[src/rtl/mem_access_unit_if.sv]
// Bundle of execute-side request, data-memory and write-back/exception
// signals for mem_access_unit. The unit connects through the slave
// modport; the surrounding core (or a bench) uses master.
interface mem_access_unit_if #(
  parameter int unsigned XLEN   = 32,
  parameter int unsigned ADDR_W = 32
);
  // execute-stage request
  logic              req_valid;
  logic              req_ready;
  logic              req_we;
  logic [2:0]        req_funct3;
  logic [ADDR_W-1:0] req_addr;
  logic [XLEN-1:0]   req_wdata;
  logic [4:0]        req_rd;
  // data memory
  logic              mem_req_valid;
  logic              mem_req_ready;
  logic              mem_we;
  logic [ADDR_W-1:0] mem_addr;
  logic [XLEN-1:0]   mem_wdata;
  logic [XLEN/8-1:0] mem_be;
  logic              mem_rsp_valid;
  logic [XLEN-1:0]   mem_rdata;
  // write-back and exception
  logic              wb_valid;
  logic [4:0]        wb_rd;
  logic [XLEN-1:0]   wb_data;
  logic              exc_valid;
  logic [1:0]        exc_cause;
  logic [ADDR_W-1:0] exc_addr;

  modport slave (
    input  req_valid, req_we, req_funct3, req_addr, req_wdata, req_rd,
    input  mem_req_ready, mem_rsp_valid, mem_rdata,
    output req_ready,
    output mem_req_valid, mem_we, mem_addr, mem_wdata, mem_be,
    output wb_valid, wb_rd, wb_data,
    output exc_valid, exc_cause, exc_addr
  );

  modport master (
    output req_valid, req_we, req_funct3, req_addr, req_wdata, req_rd,
    output mem_req_ready, mem_rsp_valid, mem_rdata,
    input  req_ready,
    input  mem_req_valid, mem_we, mem_addr, mem_wdata, mem_be,
    input  wb_valid, wb_rd, wb_data,
    input  exc_valid, exc_cause, exc_addr
  );
endinterface

[src/rtl/mem_access_unit.sv]
// Load/store unit: one access in flight, lane alignment of store data and
// byte enables, sign/zero extension of load data, misaligned and
// illegal-width exceptions. XLEN must be 32 or 64.
module mem_access_unit #(
  parameter int unsigned XLEN   = 32,
  parameter int unsigned ADDR_W = 32
) (
  input logic             clk,
  input logic             rst,
  mem_access_unit_if.slave bus
);
  localparam int unsigned NB    = XLEN / 8;
  localparam int unsigned OFF_W = $clog2(NB);

  typedef enum logic [2:0] {IDLE, REQ, WAIT, RESP, EXC} state_t;

  state_t state, state_n;

  // request decode
  logic [2:0]        f3;
  logic              illegal;
  logic              misaligned;
  logic              fault;
  logic [OFF_W-1:0]  off;
  logic [7:0]        mask8;
  logic [NB-1:0]     size_mask;
  logic [NB-1:0]     be_n;
  logic [XLEN-1:0]   wmask;
  logic [XLEN-1:0]   wdata_n;
  logic [ADDR_W-1:0] addr_al;
  logic              accept;

  // held transaction state
  logic              mem_we_q;
  logic [ADDR_W-1:0] mem_addr_q;
  logic [XLEN-1:0]   mem_wdata_q;
  logic [NB-1:0]     mem_be_q;
  logic [2:0]        ld_f3_q;
  logic [OFF_W-1:0]  ld_off_q;
  logic [4:0]        wb_rd_q;
  logic [XLEN-1:0]   wb_data_q;
  logic [1:0]        exc_cause_q;
  logic [ADDR_W-1:0] exc_addr_q;

  // load extraction
  logic [XLEN-1:0]   rsh;
  logic [XLEN-1:0]   ext;

  // Decode width, detect faults, and build lane-aligned be/wdata/address.
  always_comb begin
    f3         = bus.req_funct3;
    off        = bus.req_addr[OFF_W-1:0];
    illegal    = (f3 == 3'b111) || (bus.req_we && f3[2]) ||
                 ((XLEN == 32) && ((f3 == 3'b011) || (f3 == 3'b110)));
    mask8      = 8'h01;
    misaligned = 1'b0;
    case (f3[1:0])
      2'd0: begin mask8 = 8'h01; misaligned = 1'b0;                           end
      2'd1: begin mask8 = 8'h03; misaligned = bus.req_addr[0];                end
      2'd2: begin mask8 = 8'h0F; misaligned = (bus.req_addr[1:0] != 2'b00);  end
      default: begin mask8 = 8'hFF; misaligned = (bus.req_addr[2:0] != 3'b000); end
    endcase
    fault     = illegal || misaligned;
    size_mask = mask8[NB-1:0];
    be_n      = size_mask << off;
    wmask     = '0;
    for (int unsigned i = 0; i < NB; i++) begin
      wmask[8*i +: 8] = {8{size_mask[i]}};
    end
    wdata_n = (bus.req_wdata & wmask) << {off, 3'b000};
    addr_al = {bus.req_addr[ADDR_W-1:OFF_W], {OFF_W{1'b0}}};
  end

  // Shift the returned word down to the access offset and extend it.
  always_comb begin
    rsh = bus.mem_rdata >> {ld_off_q, 3'b000};
    case (ld_f3_q)
      3'b000:  ext = XLEN'($signed(rsh[7:0]));
      3'b100:  ext = XLEN'(rsh[7:0]);
      3'b001:  ext = XLEN'($signed(rsh[15:0]));
      3'b101:  ext = XLEN'(rsh[15:0]);
      3'b010:  ext = XLEN'($signed(rsh[31:0]));
      3'b110:  ext = XLEN'(rsh[31:0]);
      default: ext = rsh;
    endcase
  end

  // State register.
  always_ff @(posedge clk) begin
    if (rst) state <= IDLE;
    else     state <= state_n;
  end

  // Next-state and handshake/pulse outputs.
  always_comb begin
    state_n           = state;
    accept            = 1'b0;
    bus.req_ready     = 1'b0;
    bus.mem_req_valid = 1'b0;
    bus.wb_valid      = 1'b0;
    bus.exc_valid     = 1'b0;
    case (state)
      IDLE: begin
        bus.req_ready = 1'b1;
        if (bus.req_valid) begin
          accept  = 1'b1;
          state_n = fault ? EXC : REQ;
        end
      end
      REQ: begin
        bus.mem_req_valid = 1'b1;
        if (bus.mem_req_ready) state_n = mem_we_q ? IDLE : WAIT;
      end
      WAIT: begin
        if (bus.mem_rsp_valid) state_n = RESP;
      end
      RESP: begin
        bus.wb_valid = 1'b1;
        state_n      = IDLE;
      end
      EXC: begin
        bus.exc_valid = 1'b1;
        state_n       = IDLE;
      end
      default: state_n = IDLE;
    endcase
  end

  // Capture request fields on accept and load data on response.
  always_ff @(posedge clk) begin
    if (rst) begin
      mem_we_q    <= 1'b0;
      mem_addr_q  <= '0;
      mem_wdata_q <= '0;
      mem_be_q    <= '0;
      ld_f3_q     <= '0;
      ld_off_q    <= '0;
      wb_rd_q     <= '0;
      wb_data_q   <= '0;
      exc_cause_q <= '0;
      exc_addr_q  <= '0;
    end else begin
      if (accept) begin
        if (fault) begin
          exc_cause_q <= illegal ? 2'd2 : (bus.req_we ? 2'd1 : 2'd0);
          exc_addr_q  <= bus.req_addr;
        end else begin
          mem_we_q    <= bus.req_we;
          mem_addr_q  <= addr_al;
          mem_be_q    <= be_n;
          mem_wdata_q <= bus.req_we ? wdata_n : '0;
          ld_f3_q     <= f3;
          ld_off_q    <= off;
          if (!bus.req_we) wb_rd_q <= bus.req_rd;
        end
      end
      if ((state == WAIT) && bus.mem_rsp_valid) wb_data_q <= ext;
    end
  end

  assign bus.mem_we    = mem_we_q;
  assign bus.mem_addr  = mem_addr_q;
  assign bus.mem_wdata = mem_wdata_q;
  assign bus.mem_be    = mem_be_q;
  assign bus.wb_rd     = wb_rd_q;
  assign bus.wb_data   = wb_data_q;
  assign bus.exc_cause = exc_cause_q;
  assign bus.exc_addr  = exc_addr_q;
endmodule

[src/flat_wrapper.sv]
// flat-port wrapper written by rule: the top's interface ports become plain ports
module mem_access_unit_flat 
#(
  parameter int unsigned XLEN   = 32,
  parameter int unsigned ADDR_W = 32
)
  (clk, rst, bus_req_valid, bus_req_we, bus_req_funct3, bus_req_addr, bus_req_wdata, bus_req_rd, bus_mem_req_ready, bus_mem_rsp_valid, bus_mem_rdata, bus_req_ready, bus_mem_req_valid, bus_mem_we, bus_mem_addr, bus_mem_wdata, bus_mem_be, bus_wb_valid, bus_wb_rd, bus_wb_data, bus_exc_valid, bus_exc_cause, bus_exc_addr);
  mem_access_unit_if #(.XLEN(XLEN), .ADDR_W(ADDR_W)) bus_i ();
  input logic clk;
  input logic rst;
  input wire logic [$bits(bus_i.req_valid)-1:0] bus_req_valid;
  input wire logic [$bits(bus_i.req_we)-1:0] bus_req_we;
  input wire logic [$bits(bus_i.req_funct3)-1:0] bus_req_funct3;
  input wire logic [$bits(bus_i.req_addr)-1:0] bus_req_addr;
  input wire logic [$bits(bus_i.req_wdata)-1:0] bus_req_wdata;
  input wire logic [$bits(bus_i.req_rd)-1:0] bus_req_rd;
  input wire logic [$bits(bus_i.mem_req_ready)-1:0] bus_mem_req_ready;
  input wire logic [$bits(bus_i.mem_rsp_valid)-1:0] bus_mem_rsp_valid;
  input wire logic [$bits(bus_i.mem_rdata)-1:0] bus_mem_rdata;
  output wire logic [$bits(bus_i.req_ready)-1:0] bus_req_ready;
  output wire logic [$bits(bus_i.mem_req_valid)-1:0] bus_mem_req_valid;
  output wire logic [$bits(bus_i.mem_we)-1:0] bus_mem_we;
  output wire logic [$bits(bus_i.mem_addr)-1:0] bus_mem_addr;
  output wire logic [$bits(bus_i.mem_wdata)-1:0] bus_mem_wdata;
  output wire logic [$bits(bus_i.mem_be)-1:0] bus_mem_be;
  output wire logic [$bits(bus_i.wb_valid)-1:0] bus_wb_valid;
  output wire logic [$bits(bus_i.wb_rd)-1:0] bus_wb_rd;
  output wire logic [$bits(bus_i.wb_data)-1:0] bus_wb_data;
  output wire logic [$bits(bus_i.exc_valid)-1:0] bus_exc_valid;
  output wire logic [$bits(bus_i.exc_cause)-1:0] bus_exc_cause;
  output wire logic [$bits(bus_i.exc_addr)-1:0] bus_exc_addr;
  assign bus_i.req_valid = bus_req_valid;
  assign bus_i.req_we = bus_req_we;
  assign bus_i.req_funct3 = bus_req_funct3;
  assign bus_i.req_addr = bus_req_addr;
  assign bus_i.req_wdata = bus_req_wdata;
  assign bus_i.req_rd = bus_req_rd;
  assign bus_i.mem_req_ready = bus_mem_req_ready;
  assign bus_i.mem_rsp_valid = bus_mem_rsp_valid;
  assign bus_i.mem_rdata = bus_mem_rdata;
  assign bus_req_ready = bus_i.req_ready;
  assign bus_mem_req_valid = bus_i.mem_req_valid;
  assign bus_mem_we = bus_i.mem_we;
  assign bus_mem_addr = bus_i.mem_addr;
  assign bus_mem_wdata = bus_i.mem_wdata;
  assign bus_mem_be = bus_i.mem_be;
  assign bus_wb_valid = bus_i.wb_valid;
  assign bus_wb_rd = bus_i.wb_rd;
  assign bus_wb_data = bus_i.wb_data;
  assign bus_exc_valid = bus_i.exc_valid;
  assign bus_exc_cause = bus_i.exc_cause;
  assign bus_exc_addr = bus_i.exc_addr;
  mem_access_unit #(.XLEN(XLEN), .ADDR_W(ADDR_W)) u_core (.clk(clk), .rst(rst), .bus(bus_i));
endmodule
[config.mk]
export PLATFORM = sky130hd
export DESIGN_NAME = mem_access_unit_flat
export DESIGN_NICKNAME = d
export VERILOG_FILES = /design/src/rtl/mem_access_unit_if.sv /design/src/rtl/mem_access_unit.sv /design/src/flat_wrapper.sv
export SDC_FILE = /design/constraint.sdc
export NUM_CORES = 1
export LEC_CHECK = 0
export ABC_AREA = 1
export BUFFER_PORTS_ARGS = -buffer_cell sky130_fd_sc_hd__clkbuf_2
export CORE_AREA = 2 2 121 123
export CTS_BUF_LIST = sky130_fd_sc_hd__clkbuf_8
export DETAILED_ROUTE_END_ITERATION = 8
export DIE_AREA = 0 0 123 125
export GPL_TIMING_DRIVEN = 0
export PLACE_DENSITY = 0.8
export SYNTH_ARGS = -nofsm -noshare
export SYNTH_HDL_FRONTEND = slang
export SYNTH_SLANG_ARGS = --single-unit
[constraint.sdc]
create_clock -name clk -period 2.65 [get_ports clk]
set_input_delay 0.53 -clock clk [delete_from_list [all_inputs] [get_ports clk]]
set_output_delay 0.53 -clock clk [all_outputs]
set_load 0.1 [all_outputs]
==> impl_results.md <==
- Fin cells: 1502
- Clock latency on the worst-skew pair: 0.45 ns
- Comb pwr share: 0.359
- Post-Synth Simple-Gate Area: 0.335
- CTS sink count: 146
- Final period util: 0.867
- Rows: 44
- CP required: roughly 2.1 ns
- Max-cap check violation count: 0
- First-pass DRT Iterations: 5
- Synth Area in Adders: 0
- Cell internal pwr: just under 4 mW
- Worst Path Arrival: 1.77 ns
- CP max FO: 3
- Highest metal used: met4
- VDD IR max: approximately 0.3 mV
- Clk slew on worst S/H paths: 0.09 ns
- Peak Freq: ~440 MHz
- Clock root buffer: clkbuf_8
- Vias in the first global route: between 7000 and 8000
- Vias: roughly 7600
- Outcome: completed
- Unrepaired setup endpoints after global routing: false
- Cts bufs inserted: 17
- Routability cong.: slightly above 0.9
- Area Overhead vs Synth: 27.8%
- Post-CTS Setup Inserts: 0
- WL final: between 20000 and 25000 um
- Mapped Avg Cell Area: 6.66 um^2
- PD cells: 775 nW/um^2
- Startpoint Class: flop
- Post-synthesis compound-gate area fraction: 0.149
- Slew Viols, Final: 0
- Final setup vio count: 0
- Tightest Hold Check Type: in -> reg
- Antenna Nets Post-Route: 0
- WL met3: 1350 um
- Sequential power share: 0.361
- Clk_skew: roughly 0.0083 ns
- Total grt overflow: 0
- Die boundary height: approximately 130 um
- Met2 WL: just over 10000 um
- Initial antenna violation count: 0
- Final nets: ~1400
- Post-synthesis xor/xnor area fraction: 0
- Largest net degree at the start of global routing: 17
- Number of remaining DRC errors: 0
- Ys flop type: dfxtp_1
- Cell Area, Synth: just under 7000 um^2
- I/O pins: roughly 250
- Initial DRC count: 490
- Placed cells: 1471
- Core footprint: 14200 um^2
- Die area: approximately 15000 um^2
- Post-CTS Hold Buffers: 0
- Synth Register Bits: 146
- Met1 wire length: approximately 9300 um
- First-pass GRT wire length: 34100 um
- Hold depth: 3
- Ratio of cells with drive above 1 in the final layout: 0.265
- Initial Utilization: 0.486
- Fin Setup TNS: 0 ns
- Slew Limit Headroom: 0.576
- CTS max path bufs: 2
- Largest family of logic cells by synthesized area: simple AND/OR/NAND/NOR gates
- Post-DR wirelength/cell: 14.2 um
- Post-synth ARST share: 0
- Worst setup path class: reg -> out
- Vias per cell: approximately 5.1
- Mux contribution to synthesized area: 0
- Switching pwr: 2.99 mW
- Leak: 4.49 nW
- # diodes: 0
- GRT Total Usage: 0.280
- CTS tree: yes
- Distinct cells, synth: 30
- PortBufs: approximately 250
- Post-synth EDFFs: 0
- Synth warnings: 0
- Least-Margin Pin Slew: between 0.6 and 0.7 ns
- H-tree Lvls: 4
- Syn Inst Count: a little over 1000
- Worst R2R Path Depth: 9
- HPWL after detailed placement: 16600 um
- Die width: about 120 um
- Sw Ratio: 0.438
- Sequential fraction of the synthesis area: 0.423
- Clk pwr share: 0.280
- Setup crit end kind: output pin
- # resized after CTS: 0
- Hold Fails Final Rpt: 0
- Final Critical Period: approximately 2.3 ns
==> cell type report <==
class,instances,area [um^2]
fillers,1367,5380
inverters,75,282
multi-input cells,746,3360
clock buffers,19,262
clock inverters,12,170
repair buffers,249,1250
flip-flops and latches,146,2920
well taps,184,230
plain buffers,71,355
==> per-stage QoR <==
step                      hold WS, ns  cell area [um^2]  utilization  power, mW  setup slack, ns
final                           0.305              8820        0.621       6.83            0.354
after detailed placement        0.454              8390        0.591       4.96            0.637
after global placement          0.451              8390        0.591       4.94            0.674
after global routing            0.289              8820        0.621       7.12            0.258
after floorplan                 0.445              6920            -       4.48            0.398
after CTS                       0.286              8820        0.621       6.84            0.351
==> path summary, 6_finish.rpt <==
check / startpoint / end / slack [ns]
setup / recovery: u_core.state[0] / bus_mem_req_valid / 0.35
hold / removal: bus_req_rd[4] / u_core.bus.wb_rd[4] / 0.30
setup reg to reg: u_core.ld_off_q[1] / u_core.bus.wb_data[23] / 0.91
hold reg to reg: u_core.bus.mem_wdata[25] / u_core.bus.mem_wdata[25] / 0.47
==> synth_stat cells, types with 2 or more instances <==
cell type  instances  share of area
nand4_1            2         0.0018
o211ai_1          23          0.025
inv_1             69          0.038
a21oi_1           89          0.065
nor2_4             2         0.0033
clkbuf_1          31          0.017
nand2_2            4         0.0036
nor3_1             3         0.0022
buf_1              4         0.0022
nor2_8             2         0.0058
dfxtp_1          146           0.42
o21a_1            24          0.026
nand3_1           56          0.041
nand2_1          296           0.16
buf_4             15          0.016
nor2_1           177          0.096
buf_2             20          0.015
o21ai_0           44          0.032
inv_2              5         0.0027
or2_2             15          0.014
==> state kept, by name, indices dropped and copies added (netlist names) <==
register,count
u_core.bus.exc_addr,32
u_core.bus.exc_cause,2
u_core.bus.mem_addr,30
u_core.bus.mem_be,4
u_core.bus.mem_wdata,32
u_core.bus.mem_we,1
u_core.bus.wb_data,32
u_core.bus.wb_rd,5
u_core.ld_f3_q,3
u_core.ld_off_q,2
u_core.state,3
==> power by group through the flow <==
stage                     registers, mW  clock network [mW]  logic, mW
after floorplan                    3.65                   0      0.825
after global placement             2.51                   0       2.43
after detailed placement           2.52                   0       2.45
after CTS                          2.46                1.93       2.45
after global routing               2.49                2.03       2.61
final                              2.47                1.91       2.46
==> critical path: stages, from the launching register on <==
cell	delay, ns
dfxtp_1	0.37
inv_1	0.08
nor3_2	0.33
clkbuf_2	0.54
==> kinds of logic (layout without fill, tap and decap cells) <==
group                  after synthesis  count (layout)
DFF                                146             146
other                                1               2
and+or+nand+nor                    563             563
buffers and inverters              146             426
AOI/OAI and AO/OA                  181             181
==> layout by cell type (no fill, tap or decap), types with 24 or more instances in the layout <==
cell type and count:
nand2_1 296, o21ai_0 44, a21oi_1 89, o21a_1 24
inv_1 69, nand3_1 56, nor2_1 177, dfxtp_1 146
clkbuf_1 31, clkbuf_2 249
==> metal layers <==
| layer | up-vias | track usage |
|---|---|---|
| met4 | 0 | 0.132 |
| met2 | 283 | 0.460 |
| met3 | 50 | 0.0552 |
| li1 | 3802 | - |
| met5 | - | 0 |
| met1 | 3456 | 0.350 |
(Power assumes the default switching activity.)
